==> src/rtl/alu_pkg.sv <==
// Shared definitions for the ALU command sequencer: opcodes, default widths
// and the layout of one buffered command entry.
package alu_pkg;

  localparam int DEF_WIDTH = 4;
  localparam int DEF_OPW   = 3;
  localparam int DEF_DEPTH = 4;

  localparam logic [2:0] OP_ADD = 3'b000;
  localparam logic [2:0] OP_SUB = 3'b001;
  localparam logic [2:0] OP_AND = 3'b010;
  localparam logic [2:0] OP_OR  = 3'b011;
  localparam logic [2:0] OP_XOR = 3'b100;
  localparam logic [2:0] OP_NOP = 3'b111;

  // A command entry is packed MSB-first as {op, use_acc, a, b}.
  function automatic int entry_w(input int width, input int opw);
    return opw + 1 + 2 * width;
  endfunction

endpackage

==> src/rtl/alu_cmd_fifo.sv <==
// Synchronous command FIFO; head entry is visible combinationally.
module alu_cmd_fifo #(
  parameter int W     = 12,
  parameter int DEPTH = 4
) (
  input  logic                       clk,
  input  logic                       rst,
  input  logic                       push,
  input  logic [W-1:0]               wdata,
  input  logic                       pop,
  output logic [W-1:0]               rdata,
  output logic                       full,
  output logic                       empty,
  output logic [$clog2(DEPTH):0]     count
);

  localparam int AW = $clog2(DEPTH);

  logic [W-1:0]  mem [DEPTH];
  logic [AW-1:0] wptr;
  logic [AW-1:0] rptr;

  // Pointer and occupancy control; pointers wrap naturally at DEPTH.
  always_ff @(posedge clk) begin
    if (rst) begin
      wptr  <= '0;
      rptr  <= '0;
      count <= '0;
    end else begin
      if (push) wptr <= wptr + 1'b1;
      if (pop)  rptr <= rptr + 1'b1;
      case ({push, pop})
        2'b10:   count <= count + 1'b1;
        2'b01:   count <= count - 1'b1;
        default: count <= count;
      endcase
    end
  end

  // Entry storage carries data only, so it is left out of reset.
  always_ff @(posedge clk) begin
    if (push) mem[wptr] <= wdata;
  end

  assign rdata = mem[rptr];
  assign full  = (count == (AW+1)'(DEPTH));
  assign empty = (count == '0);

endmodule

==> src/rtl/alu_cmd_sequencer.sv <==
// Initiator side of the ALU interface: buffers commands, issues one per cycle
// to an external combinational ALU and registers the result into a response
// port and a chaining accumulator.
module alu_cmd_sequencer
  import alu_pkg::*;
#(
  parameter int WIDTH = DEF_WIDTH,
  parameter int OPW   = DEF_OPW,
  parameter int DEPTH = DEF_DEPTH
) (
  input  logic                     clk,
  input  logic                     rst,
  input  logic                     cmd_valid,
  output logic                     cmd_ready,
  input  logic [OPW-1:0]           cmd_op,
  input  logic                     cmd_use_acc,
  input  logic [WIDTH-1:0]         cmd_a,
  input  logic [WIDTH-1:0]         cmd_b,
  output logic [OPW-1:0]           alu_op,
  output logic [WIDTH-1:0]         alu_a,
  output logic [WIDTH-1:0]         alu_b,
  input  logic [WIDTH-1:0]         alu_result,
  input  logic                     alu_zero,
  output logic                     rsp_valid,
  input  logic                     rsp_ready,
  output logic [WIDTH-1:0]         rsp_result,
  output logic                     rsp_zero,
  output logic [WIDTH-1:0]         acc,
  output logic [$clog2(DEPTH):0]   fifo_count
);

  localparam int EW = entry_w(WIDTH, OPW);

  logic [EW-1:0]    head_p0;
  logic [OPW-1:0]   head_op;
  logic             head_use_acc;
  logic [WIDTH-1:0] head_a;
  logic [WIDTH-1:0] head_b;
  logic             full;
  logic             empty;
  logic             issue;

  assign {head_op, head_use_acc, head_a, head_b} = head_p0;

  // Acceptance depends on full alone; a pop in the same cycle never frees a slot early.
  assign cmd_ready = !full;
  assign issue     = !empty && (!rsp_valid || rsp_ready);

  alu_cmd_fifo #(
    .W     (EW),
    .DEPTH (DEPTH)
  ) u_fifo (
    .clk   (clk),
    .rst   (rst),
    .push  (cmd_valid && !full),
    .wdata ({cmd_op, cmd_use_acc, cmd_a, cmd_b}),
    .pop   (issue),
    .rdata (head_p0),
    .full  (full),
    .empty (empty),
    .count (fifo_count)
  );

  // Operand mux: drive the head command to the ALU when issuing, else park it on NOP.
  always_comb begin
    alu_op = OPW'(OP_NOP);
    alu_a  = '0;
    alu_b  = '0;
    if (issue) begin
      alu_op = head_op;
      alu_a  = head_use_acc ? acc : head_a;
      alu_b  = head_b;
    end
  end

  // ---- p0 -> p1: capture ALU result into response register and accumulator ----
  always_ff @(posedge clk) begin
    if (rst) begin
      rsp_valid  <= 1'b0;
      rsp_result <= '0;
      rsp_zero   <= 1'b0;
      acc        <= '0;
    end else if (issue) begin
      rsp_valid  <= 1'b1;
      rsp_result <= alu_result;
      rsp_zero   <= alu_zero;
      acc        <= alu_result;
    end else if (rsp_ready) begin
      rsp_valid  <= 1'b0;
    end
  end

endmodule
==> config.mk <==
export PLATFORM = sky130hd
export DESIGN_NAME = alu_cmd_sequencer
export DESIGN_NICKNAME = d
export VERILOG_FILES = /design/src/rtl/alu_pkg.sv /design/src/rtl/alu_cmd_fifo.sv /design/src/rtl/alu_cmd_sequencer.sv
export SDC_FILE = /design/constraint.sdc
export NUM_CORES = 1
export LEC_CHECK = 0
export BUFFER_PORTS_ARGS = -buffer_cell sky130_fd_sc_hd__buf_2
export CORE_UTILIZATION = 57
export CTS_BUF_LIST = sky130_fd_sc_hd__clkbuf_8
export DETAILED_ROUTE_END_ITERATION = 8
export PLACE_DENSITY = 0.81
export SYNTH_ARGS = -nofsm -noshare
export SYNTH_HDL_FRONTEND = slang
export SYNTH_SLANG_ARGS = --single-unit
==> constraint.sdc <==
create_clock -name clk -period 3 [get_ports clk]
set_input_delay 0.75 -clock clk [delete_from_list [all_inputs] [get_ports clk]]
set_output_delay 0.75 -clock clk [all_outputs]
set_load 0.01 [all_outputs]
=== Word level (Yosys, flattened, before mapping) ===
Memory sizes are Yosys's and may differ from the RTL's. A register that Yosys moved wholly into a read port is not among the register bits.
Cells that the tools add are included.

* Add/sub/neg operators: 4
* Eq/ne operators: 3
* Muxes and demuxes: 11
* Reduce and logical (&&, ||, !) cells: 9

{| class="wikitable"
|+ Operators by type and width
! cell !! count
|-
| two-way mux 4 bit || 3
|-
| case mux 3 bit (2 select lines) || 1
|-
| adder 2 x 1 -> 2 bit, second input constant || 2
|-
| two-way mux 1 bit || 4
|-
| two-way mux 2 bit || 2
|-
| nonzero test 2 bit || 2
|-
| adder 3 x 1 -> 3 bit, second input constant || 1
|-
| == test 3 bit, second input constant || 1
|-
| logical NOT 1 bit || 3
|-
| logical NOT 3 bit || 1
|-
| two-way mux 3 bit || 1
|-
| subtractor 3 x 1 -> 3 bit, second input constant || 1
|-
| == test 2 x 1 -> 1 bit, second input constant || 1
|-
| == test 2 bit, second input constant || 1
|-
| logical AND 1 bit || 2
|-
| logical OR 1 bit || 1
|}

* Bits in registers: 13
* RAM bits: 48
* Input bits: 21
* Output and inout port bits: 25
* Word-level logic and storage cells: 34
* Memories kept: 1

{| class="wikitable"
|+ Memory list
! memory !! words !! bits a word !! rd ports !! clocked after memory_dff !! write ports !! line !! source
|-
| u_fifo.mem || 4 || 12 || 1 || 1 || 1 || alu_cmd_fifo.sv:19 || <nowiki>logic [W-1:0] mem [DEPTH];</nowiki>
|}

=== Depth between registers and ports, before layout ===
Gate-level depths: netlist of the first run.

* Depth in word-level cells: 5
* Depth in mapped cells: 9
* Mapped depth without buffers: 7

=== Hierarchy ===
From an unflattened synthesis of the first run, not the netlist that was laid out.

* Cell total of the unflattened synthesis: 158
* Area total of the unflattened synthesis: 2606.2 um2

{| class="wikitable"
|+ Modules (own cells, without submodules)
! module !! instances !! cells an instance !! area each (um2) !! seq. area each (um2)
|-
| alu_cmd_fifo || 1 || 109 || 2169.6 || 1621.6
|-
| alu_cmd_sequencer || 1 || 49 || 436.7 || 120.1
|}

=== Least setup slack after synthesis of the first run ===
No wires, ideal clock.

* Kind: in2reg
* Start point: in rsp_ready
* End point: reg u_fifo.count[2]
* Setup time: 0.062 ns
* Arrival: 2.428 ns
* Data required time: 2.938 ns
* Slack: 0.510 ns
* Cell stages on the path: 8
* Buffers on the path: 2
* Cells stage by stage: nand2b_1 -> clkbuf_1 -> nand2_4 -> buf_2 -> nor2_1 -> fa_1 -> or4b_1 -> nand3_1

* Word-level cells in the longest chain between the ends: 4
* Elaborated cells between the ends (all ways): 6
* Those cells by class: eq/ne (2); mux (1); reduce/logical (3)

{| class="wikitable"
|+ RTL lines
! what !! line !! source
|-
| start, declared || alu_cmd_sequencer.sv:25 || <nowiki>input logic rsp_ready,</nowiki>
|-
| logical OR 1 bit * || alu_cmd_sequencer.sv:47 || <nowiki>assign issue = !empty && (!rsp_valid || rsp_ready);</nowiki>
|-
| logical AND 1 bit * || alu_cmd_sequencer.sv:47 ||
|-
| == test 2 x 1 -> 1 bit or == test 2 bit (tied branches) || alu_cmd_fifo.sv:32 || <nowiki>case ({push, pop})</nowiki>
|-
| case mux 3 bit (2 select lines) or nonzero test 2 bit (tied branches) || n/a ||
|-
| end signal, assigned || alu_cmd_fifo.sv:33 || <nowiki>2'b10: count <= count + 1'b1;</nowiki>
|-
| end signal, assigned || alu_cmd_fifo.sv:34 || <nowiki>2'b01: count <= count - 1'b1;</nowiki>
|-
| end signal, assigned || alu_cmd_fifo.sv:35 || <nowiki>default: count <= count;</nowiki>
|-
| end, declared || alu_cmd_fifo.sv:14 || <nowiki>output logic [$clog2(DEPTH):0] count</nowiki>
|}

Every way passes the cells marked *; elsewhere a longest branch is shown, timed or not.
A chain may end at the register's enable or synchronous reset.

==> results.md, run 1 <==
* Cell count after synthesis at between 150 and 200
* Number of global-route vias before repair at roughly 1500
* Worst EP required at about 2.3 ns
* GPL Wtd Cong at 0.716
* Power share of the combinational group at 31.1%
* DR WL/cell at ~17 µm
* Setup Slack @ Placement at about 0.41 ns
* Leakage at 0.00120 µW
* Setup slack of the worst register-to-register path at 0.61 ns
* Clk buf depth at 2
* Layout cells sized above 1 at around 39%
* Number of standard-cell rows in the floorplan at 24
* Total grt overflow at 0
* Sequential share of power at 42.4%
* Kind of start point of the critical path: flop
* Routed WL at between 4000 and 5000 µm
* Main synth FF type: sky130_fd_sc_hd__edfxtp_1
* Post-synth EDFFs at between 40 and 50
* Clock root buffer master: sky130_fd_sc_hd__clkbuf_8
* Sink Count at between 60 and 70
* Leading cell type in the layout, fill and taps excluded: sky130_fd_sc_hd__edfxtp_1
* Clock skew at between 0.005 and 0.006 ns
* Detailed-placement wirelength estimate at 2900 µm
* Io pins at 46
* Setup TNS at 0 ns
* Ratio of routed vias to standard cells at 5.67
* Number of antenna violations at the first check in global routing at 0
* Depth of the worst hold-timing path at 2
* Period utilization at between 90% and 100%
* CTS H-tree depth at 3
* Clock transition at the registers of the reported paths at 0.06 ns
* Standard cell core area at 4350 µm²
* Pin count of the biggest net entering global routing at 18
* Maximum achievable frequency at 355 MHz
* Worst Reg2Reg Path Length in Cells at 6
* Number of different library cells in the post-synthesis netlist at 33
* Relative area change from synthesis to final layout at 16.5%
* Synthesized area per cell at roughly 16 µm²
* Ant diodes at 0
* Final worst setup slack at 0.187 ns
* Setup violators final at 0
* Origin of the critical flop-to-flop path: u_fifo.count[2]$_SDFFE_PP0P_
* Total CTS buffers at 9
* Synthesized area at 2590 µm²
* Relative slew slack at 62.3%
* Wire length of the first global-routing pass at 7270 µm
* Net count after synthesis at 185
* Post-layout minimum cycle time at around 2.8 ns
* Die X at 69.5 µm
* Overall power at around 2900 µW
* Starting density of the core at approximately three fifths
* Sequential cell area fraction in the yosys report at 67.1%
* WS Path Type: reg2out
* Total number of vias at about 1500
* Internal Power at 1980 µW
* Synthesized flop and latch total at 63
* Status: finished clean
* Maximum fanout count along the critical path at 7
* Max-slew violation count at 0
* Hold WC Path Type: reg2reg
* Resize count post-CTS at 0
* Hold Path Sink: u_fifo.rptr[1]$_SDFFE_PP0P_
* Power Density at 945 nW/µm²
* Unrepaired setup endpoints after global routing: no
* Crit Reg-Reg Endpoint: u_fifo.count[2]$_SDFFE_PP0P_
* Max_cap viols at 0
* Pin slew with the least headroom to its limit at 0.565 ns
* Commonest cells after routing, fill and taps aside: sky130_fd_sc_hd__edfxtp_1, sky130_fd_sc_hd__buf_2, sky130_fd_sc_hd__nor2_1, sky130_fd_sc_hd__dfxtp_1, sky130_fd_sc_hd__mux4_2
* Total GRT Usage at 20.9%
* Worst EP arrival at 2.06 ns
* Switching component of the power at between 800 and 900 µW
* Number of DRC markers in iteration 0 at 136
* Worst skew pair latency at 0.34 ns
* Length of the first detailed-routing pass in iterations at 4
* Capturing element type of the critical path: primary output
* Floorplan die area at 4820 µm²
* Chip Height at roughly 70 µm
* Worst min-delay path startpoint: u_fifo.rptr[1]$_SDFFE_PP0P_
* Final net count at 230
* Async S/R FF share, synth at 0%
* CTS tree: done
* Warnings, synthesis at 0
* DRC at 0
* Post-CTS setup buffers at 0
* Switching Share at 30.6%
* Hold bufs inserted after CTS at 0
* Clk network pwr share at 26.5%
* Peak ir drop on the vdd network at 0.443 mV
* Antenna Violating Nets Remaining at 0
* Hold Worst Slack at 0.505 ns
* Final Hold Fails at 0
* Port-buffer cells at 45
[metrics by stage]
step	utilization (%)	std cells	area, µm²
after floorplan	-	159	2590
after global placement	64.7	245	2820
after detailed placement	64.7	245	2820
after CTS	69.4	261	3020
after global routing	69.4	261	3020
final	69.4	261	3020
[routing by layer]
metal / vias up / track usage [%] / wire, µm
li1: 685 / - / -
met1: 719 / 26.2 / 1780
met2: 68 / 32.0 / 2200
met3: 7 / 8.14 / 392
met4: 0 / 9.75 / 66
met5: - / 0 / 0
[power by group through the flow]
stage	sequential, µW	combinational [µW]	clock, µW
floorplan	1200	679	0
global placement	1220	874	0
detailed placement	1230	894	0
CTS	1210	900	768
global route	1230	971	814
finish	1210	889	757
[logic make-up (layout without fill, tap and decap cells)]
kind of cell               after synthesis  count (layout)  synth area share, %
adders and majority gates                5               5                 2.70
AOI/OAI and AO/OA                        6               6                 1.50
DFF                                     63              63                 67.1
xor gates and xnor gates                 4               4                 1.35
and+or+nand+nor                         42              42                 9.02
buffers and inverters                   16              66                 3.57
muxes                                   23              23                 14.7
[worst max path at each step]
stage | endpoint | start | slack (ns) | cells after the start
after floorplan | u_fifo.count[2]$_SDFFE_PP0P_ | rsp_ready | 0.51 | 8
after global placement | alu_op[1] | rsp_ready | 0.44 | 5
after detailed placement | u_fifo.count[2]$_SDFFE_PP0P_ | rsp_ready | 0.41 | 7
after CTS | alu_op[2] | flop | 0.15 | 4
after global routing | alu_op[0] | flop | 0.09 | 4
final | alu_op[2] | flop | 0.19 | 4
[cells in the mapped netlist (2+ instances only)]
cell | count | area (µm²)
sky130_fd_sc_hd__a21oi_1 | 3 | 15.0
sky130_fd_sc_hd__or2_2 | 3 | 18.8
sky130_fd_sc_hd__mux2i_1 | 10 | 100
sky130_fd_sc_hd__buf_6 | 2 | 22.5
sky130_fd_sc_hd__nand3_1 | 2 | 10.0
sky130_fd_sc_hd__buf_4 | 4 | 30.0
sky130_fd_sc_hd__nand2_1 | 2 | 7.51
sky130_fd_sc_hd__xor2_1 | 3 | 26.3
sky130_fd_sc_hd__and3_2 | 4 | 30.0
sky130_fd_sc_hd__buf_2 | 2 | 10.0
sky130_fd_sc_hd__ha_1 | 4 | 50.1
sky130_fd_sc_hd__mux4_2 | 12 | 270
sky130_fd_sc_hd__edfxtp_1 | 48 | 1440
sky130_fd_sc_hd__and3_1 | 4 | 25.0
sky130_fd_sc_hd__inv_1 | 3 | 11.3
sky130_fd_sc_hd__dfxtp_1 | 15 | 300
sky130_fd_sc_hd__clkbuf_1 | 5 | 18.8
sky130_fd_sc_hd__nor2_1 | 18 | 67.6
[registers in the layout (all words and copies together) (netlist names), named ones only]
| signal | count |
|---|---|
| acc | 4 |
| u_fifo.count | 3 |
| u_fifo.mem | 48 |
| u_fifo.wptr | 2 |
| rsp_zero | 1 |
| rsp_valid | 1 |
| u_fifo.rptr | 2 |
[cell type report]
type	count	area, µm²
flip-flops and latches	63	1740
fillers	304	1330
multi-input cells	80	759
repair buffers	47	240
clock buffers	9	124
clock inverters	7	80.1
well taps	52	65.1
inverters	3	11.3
[worst max-delay path, stage by stage, from the launching register on]
cell	delay (ns)
sky130_fd_sc_hd__dfxtp_1	0.59
sky130_fd_sc_hd__buf_4	0.22
sky130_fd_sc_hd__mux4_2	0.49
sky130_fd_sc_hd__or2_2	0.29
sky130_fd_sc_hd__buf_2	0.14
(Power assumes the default switching activity.)
==> run 2, diff against run 1 <==
- REMOVE_ABC_BUFFERS: unset -> 1
==> results.md, run 2 (synthesized netlist as in run 1, its figures left out) <==
* Status: finished clean
* Leading cell type in the layout, fill and taps excluded: sky130_fd_sc_hd__edfxtp_1
* DR WL/cell at around 17 µm
* Relative slew slack at 62.4%
* Origin of the critical flop-to-flop path: u_fifo.count[0]$_SDFFE_PP0P_
* Number of global-route vias before repair at 1476
* Number of DRC markers in iteration 0 at around 130
* Final net count at 230
* Post-layout minimum cycle time at 2.82 ns
* Wire length of the first global-routing pass at a little over 7000 µm
* Overall power at about 2900 µW
* Starting density of the core at between 50 and 60%
* Sequential Area at 1740 µm²
* Total number of vias at roughly 1400
* Routed WL at 4360 µm
* Worst Reg2Reg Path Length in Cells at 6
* GPL Wtd Cong at 0.786
* Period utilization at 94.0%
* CTS tree: done
* Kind of start point of the critical path: flop
* Setup slack of the worst register-to-register path at between 0.5 and 0.6 ns
* Port-buffer cells at 45
* Final worst setup slack at approximately 0.18 ns
* Maximum achievable frequency at 355 MHz
* Power Density at about 950 nW/µm²
* Setup Slack @ Placement at 0.387 ns
* Floorplan die area at 4820 µm²
* Sink Count at 63
* Io pins at 46
* Hold WC Path Type: reg2reg
* Maximum fanout count along the critical path at 9
* Worst min-delay path startpoint: rsp_zero$_SDFFE_PP0P_
* Ant diodes at 0
* Setup TNS at 0 ns
* Post-CTS setup buffers at 0
* Capturing element type of the critical path: primary output
* Clock root buffer master: sky130_fd_sc_hd__clkbuf_8
* Clock skew at 0.00517 ns
* Final Hold Fails at 0
* Hold Worst Slack at 0.495 ns
* Depth of the worst hold-timing path at 2
* Count of filler cells inserted in the layout at 306
* DRC at 0
* Layout cells sized above 1 at 39.2%
* Hold Path Sink: rsp_zero$_SDFFE_PP0P_
* Worst EP required at 2.25 ns
* Worst EP arrival at 2.07 ns
* Leakage at about 0.0012 µW
* Worst skew pair latency at between 0.3 and 0.4 ns
* Area occupied by multi-input gates at 759 µm²
* Max_cap viols at 0
* Number of standard-cell rows in the floorplan at 24
* Length of the first detailed-routing pass in iterations at 4
* Biggest registers after layout: u_fifo.mem: 48 flops, acc: 4 flops, u_fifo.count: 3 flops
* Peak ir drop on the vdd network at 0.513 mV
* Register name with the most flops: u_fifo.mem
* Pin slew with the least headroom to its limit at 0.564 ns
* Total CTS buffers at 9
* Total grt overflow at 0
* Resize count post-CTS at 0
* Total GRT Usage at 20.5%
* Number of antenna violations at the first check in global routing at 0
* Unrepaired setup endpoints after global routing: no
* Pin count of the biggest net entering global routing at 18
* CTS H-tree depth at 3
* Detailed-placement wirelength estimate at 2960 µm
* Antenna Violating Nets Remaining at 0
* Standard cell core area at 4350 µm²
* Commonest cells after routing, fill and taps aside: sky130_fd_sc_hd__edfxtp_1, sky130_fd_sc_hd__buf_2, sky130_fd_sc_hd__nor2_1, sky130_fd_sc_hd__dfxtp_1, sky130_fd_sc_hd__mux4_2
* Setup violators final at 0
* Max-slew violation count at 0
* Hold bufs inserted after CTS at 0
* Crit Reg-Reg Endpoint: u_fifo.count[2]$_SDFFE_PP0P_
* Clk buf depth at 2
* Relative area change from synthesis to final layout at 16.9%
* WS Path Type: reg2out
* Clock transition at the registers of the reported paths at 0.06 ns
* Chip Height at a little under 70 µm
* Ratio of routed vias to standard cells at 5.55
* Die X at roughly 69 µm
* Largest register FFs at 48
## run 2: metrics by stage
stage	cells	utilization (%)	area, µm²
2_1_floorplan	146	-	2510
3_3_place_gp	245	64.7	2820
3_5_place_dp	245	64.7	2820
4_1_cts	261	69.6	3030
5_1_grt	261	69.6	3030
6_report	261	69.6	3030
## run 2: metal layers
metal | global-route usage (%) | up-vias | wire length, µm
met5 | 0 | - | 0
met4 | 9.52 | 0 | 25
met3 | 7.99 | 2 | 285
met2 | 34.0 | 58 | 2350
met1 | 23.4 | 705 | 1700
li1 | - | 683 | -
## run 2: final cells by class
type                       instances  area share [%]
clock inverter                     6            2.52
timing repair buffer              47            7.92
tap                               52            2.15
clock buffer                      10            4.54
inverter                           3           0.371
sequential                        63            57.4
multi-input combinational         80            25.1
## run 2: worst max path at each step
stage	from	to	slack, ns	cells after the start
2_1_floorplan	flop	alu_a[0]	0.56	3
3_3_place_gp	rsp_ready	alu_op[2]	0.44	5
3_5_place_dp	rsp_ready	u_fifo.count[2]$_SDFFE_PP0P_	0.39	7
4_1_cts	flop	alu_b[1]	0.14	4
5_1_grt	flop	alu_b[2]	0.03	4
6_report	flop	alu_b[1]	0.18	4
## run 2: critical path, cell delays in order (launching register included)
cell                      delay, ns
sky130_fd_sc_hd__dfxtp_1       0.68
sky130_fd_sc_hd__buf_4         0.24
sky130_fd_sc_hd__mux4_2        0.50
sky130_fd_sc_hd__and3_1        0.20
sky130_fd_sc_hd__buf_2         0.13
## run 2: where the power goes
group          internal, µW  switching (µW)  total, µW
Clock                   480             289        769
Combinational           431             456        887
Sequential             1100             120       1220
==> run 3, diff against run 2 <==
- ABC_AREA: unset -> 1
==> results.md, run 3 <==
* Status: finished clean
* Max-slew violation count at 0
* Commonest cells post-synth: sky130_fd_sc_hd__nor2_1, sky130_fd_sc_hd__edfxtp_1, sky130_fd_sc_hd__o21ai_0, sky130_fd_sc_hd__inv_1, sky130_fd_sc_hd__dfxtp_1
* Worst min-delay path startpoint: rsp_zero$_SDFFE_PP0P_
* Synthesized flop and latch total at 63
* WS Path Type: reg2out
* Depth of the worst hold-timing path at 2
* Total GRT Usage at 23.9%
* Wire length of the first global-routing pass at 8640 µm
* Leading cell type in the layout, fill and taps excluded: sky130_fd_sc_hd__nor2_1
* Io pins at 46
* Floorplan die area at 4930 µm²
* Top cell type by total area after synthesis: sky130_fd_sc_hd__edfxtp_1
* Total grt overflow at 0
* Sequential cell area fraction in the yosys report at 65.7%
* Detailed-placement wirelength estimate at roughly 3500 µm
* Routed WL at ~5300 µm
* Power Density at 1000 nW/µm²
* Worst EP arrival at ~1.9 ns
* Top-area cell type share of the netlist area at 54.4%
* Synthesized area at roughly 2700 µm²
* CTS H-tree depth at 3
* Number of different library cells in the post-synthesis netlist at 26
* Final worst setup slack at 0.350 ns
* Max_cap viols at 0
* Warnings, synthesis at 0
* Number of antenna violations at the first check in global routing at 0
* Post-layout minimum cycle time at 2.65 ns
* Count of filler cells inserted in the layout at 316
* Post-CTS setup buffers at 0
* Crit Reg-Reg Endpoint: u_fifo.count[2]$_SDFFE_PP0P_
* Sink Count at 63
* Capturing element type of the critical path: primary output
* Port-buffer cells at 45
* Clk buf depth at 2
* Overall power at 3110 µW
* DR WL/cell at 15.3 µm
* Setup slack of the worst register-to-register path at 1.14 ns
* Largest register FFs at 48
* Relative area change from synthesis to final layout at 17.1%
* Clock root buffer master: sky130_fd_sc_hd__clkbuf_8
* Synthesized area per cell at 11.0 µm²
* Hold bufs inserted after CTS at 0
* Synth area leaders: sky130_fd_sc_hd__edfxtp_1, sky130_fd_sc_hd__dfxtp_1, sky130_fd_sc_hd__nor2_1
* Maximum fanout count along the critical path at 16
* Pin slew with the least headroom to its limit at 0.556 ns
* Peak ir drop on the vdd network at 0.798 mV
* Standard cell core area at between 4000 and 5000 µm²
* Clock transition at the registers of the reported paths at 0.07 ns
* Async S/R FF share, synth at 0%
* Biggest registers after layout: u_fifo.mem: 48 flops, acc: 4 flops, u_fifo.count: 3 flops
* Length of the first detailed-routing pass in iterations at 4
* Commonest cells after routing, fill and taps aside: sky130_fd_sc_hd__nor2_1, sky130_fd_sc_hd__edfxtp_1, sky130_fd_sc_hd__buf_2, sky130_fd_sc_hd__o21ai_0, sky130_fd_sc_hd__inv_1
* Resize count post-CTS at 0
* Period utilization at between 80% and 90%
* Die X at 70.2 µm
* Worst Reg2Reg Path Length in Cells at 11
* Hold Path Sink: rsp_zero$_SDFFE_PP0P_
* Setup Slack @ Placement at 0.561 ns
* Leakage at 0.00127 µW
* Hold WC Path Type: reg2reg
* Starting density of the core at between 60% and 70%
* Layout cells sized above 1 at 26.3%
* Post-synth EDFFs at 48
* CTS tree: done
* Unrepaired setup endpoints after global routing: no
* Chip Height at 70.2 µm
* Antenna Violating Nets Remaining at 0
* Ant diodes at 0
* Number of standard-cell rows in the floorplan at 24
* Main synth FF type: sky130_fd_sc_hd__edfxtp_1
* Final Hold Fails at 0
* Cell count after synthesis at 240
* Kind of start point of the critical path: flop
* Total CTS buffers at 9
* Setup violators final at 0
* Number of DRC markers in iteration 0 at 82
* Most common cell in the netlist: sky130_fd_sc_hd__nor2_1
* Maximum achievable frequency at 377 MHz
* Worst skew pair latency at around 0.34 ns
* Relative slew slack at 62.8%
* Pin count of the biggest net entering global routing at 25
* Origin of the critical flop-to-flop path: u_fifo.count[0]$_SDFFE_PP0P_
* Register name with the most flops: u_fifo.mem
* Total number of vias at 1854
* GPL Wtd Cong at 0.719
* Worst EP required at 2.25 ns
* Setup TNS at 0 ns
* Number of global-route vias before repair at 1852
* DRC at 0
* Final net count at ~310
* Ratio of routed vias to standard cells at 5.37
* Clock skew at 0.00452 ns
run 3: cell count changes after synthesis, moves of 4 or more:
cell,before,now
sky130_fd_sc_hd__nor2_1,18,61
sky130_fd_sc_hd__o21ai_0,0,34
sky130_fd_sc_hd__inv_1,3,17
sky130_fd_sc_hd__mux4_2,12,0
sky130_fd_sc_hd__mux2i_1,10,0
sky130_fd_sc_hd__nand2_1,2,10
sky130_fd_sc_hd__a21oi_1,3,10
sky130_fd_sc_hd__and3_2,4,0
sky130_fd_sc_hd__clkbuf_1,5,1
sky130_fd_sc_hd__o22ai_1,0,4
run 3: worst max-delay path by stage:
stage	endpoint	slack, ns	cells after the start
2_1_floorplan	alu_a[0]	0.85	6
3_3_place_gp	alu_op[2]	0.60	7
3_5_place_dp	alu_a[1]	0.56	8
4_1_cts	alu_a[1]	0.35	8
5_1_grt	alu_a[0]	0.17	8
6_report	alu_a[0]	0.35	8
run 3: worst max-delay path, cell delays in order, from the launching register on:
cell	delay, ns
sky130_fd_sc_hd__dfxtp_1	0.56
sky130_fd_sc_hd__buf_4	0.29
sky130_fd_sc_hd__nand2_1	0.07
sky130_fd_sc_hd__nand3_1	0.08
sky130_fd_sc_hd__nand2_1	0.14
sky130_fd_sc_hd__inv_1	0.14
sky130_fd_sc_hd__nor2_1	0.06
sky130_fd_sc_hd__nor2_1	0.09
sky130_fd_sc_hd__buf_2	0.13
run 3: cell type report:
| type | instances | area [µm²] | area share (%) |
|---|---|---|---|
| clock inverter | 7 | 96.3 | 3.10 |
| clock buffer | 9 | 124 | 3.99 |
| multi-input combinational | 143 | 727 | 23.4 |
| sequential | 63 | 1740 | 56.1 |
| inverter | 20 | 80.1 | 2.58 |
| timing repair buffer | 51 | 270 | 8.71 |
| tap | 52 | 65.1 | 2.10 |
run 3: kinds of logic (layout without fill, tap and decap cells):
| kind of cell | Yosys count | after routing | synth area share, % |
|---|---|---|---|
| AO/OA/AOI/OAI | 52 | 52 | 10.5 |
| adder cells (fa/ha/maj) | 5 | 5 | 2.64 |
| buffers and inverters | 34 | 87 | 6.89 |
| flip-flops | 63 | 63 | 65.7 |
| AND/OR/NAND/NOR | 86 | 86 | 14.3 |
run 3: stage by stage:
step | util [%] | hold WS, ns | area, µm² | instances
after detailed placement | 65.3 | 0.495 | 2880 | 329
after floorplan | - | 0.482 | 2550 | 226
after global placement | 65.3 | 0.478 | 2880 | 329
final | 70.3 | 0.508 | 3100 | 345
after CTS | 70.3 | 0.506 | 3100 | 345
after global routing | 70.3 | 0.560 | 3100 | 345
run 3: where the power goes:
group          internal (µW)  switching [µW]  leakage, µW
Combinational            391             721     0.000604
Clock                    468             331     0.000102
Sequential              1090             104     0.000564
run 3: routing by layer:
| layer | track usage (%) | wire length [µm] |
|---|---|---|
| met1 | 27.1 | 2170 |
| met3 | 5.77 | 289 |
| met5 | 0 | 0 |
| met4 | 17.1 | 149 |
| met2 | 39.3 | 2680 |
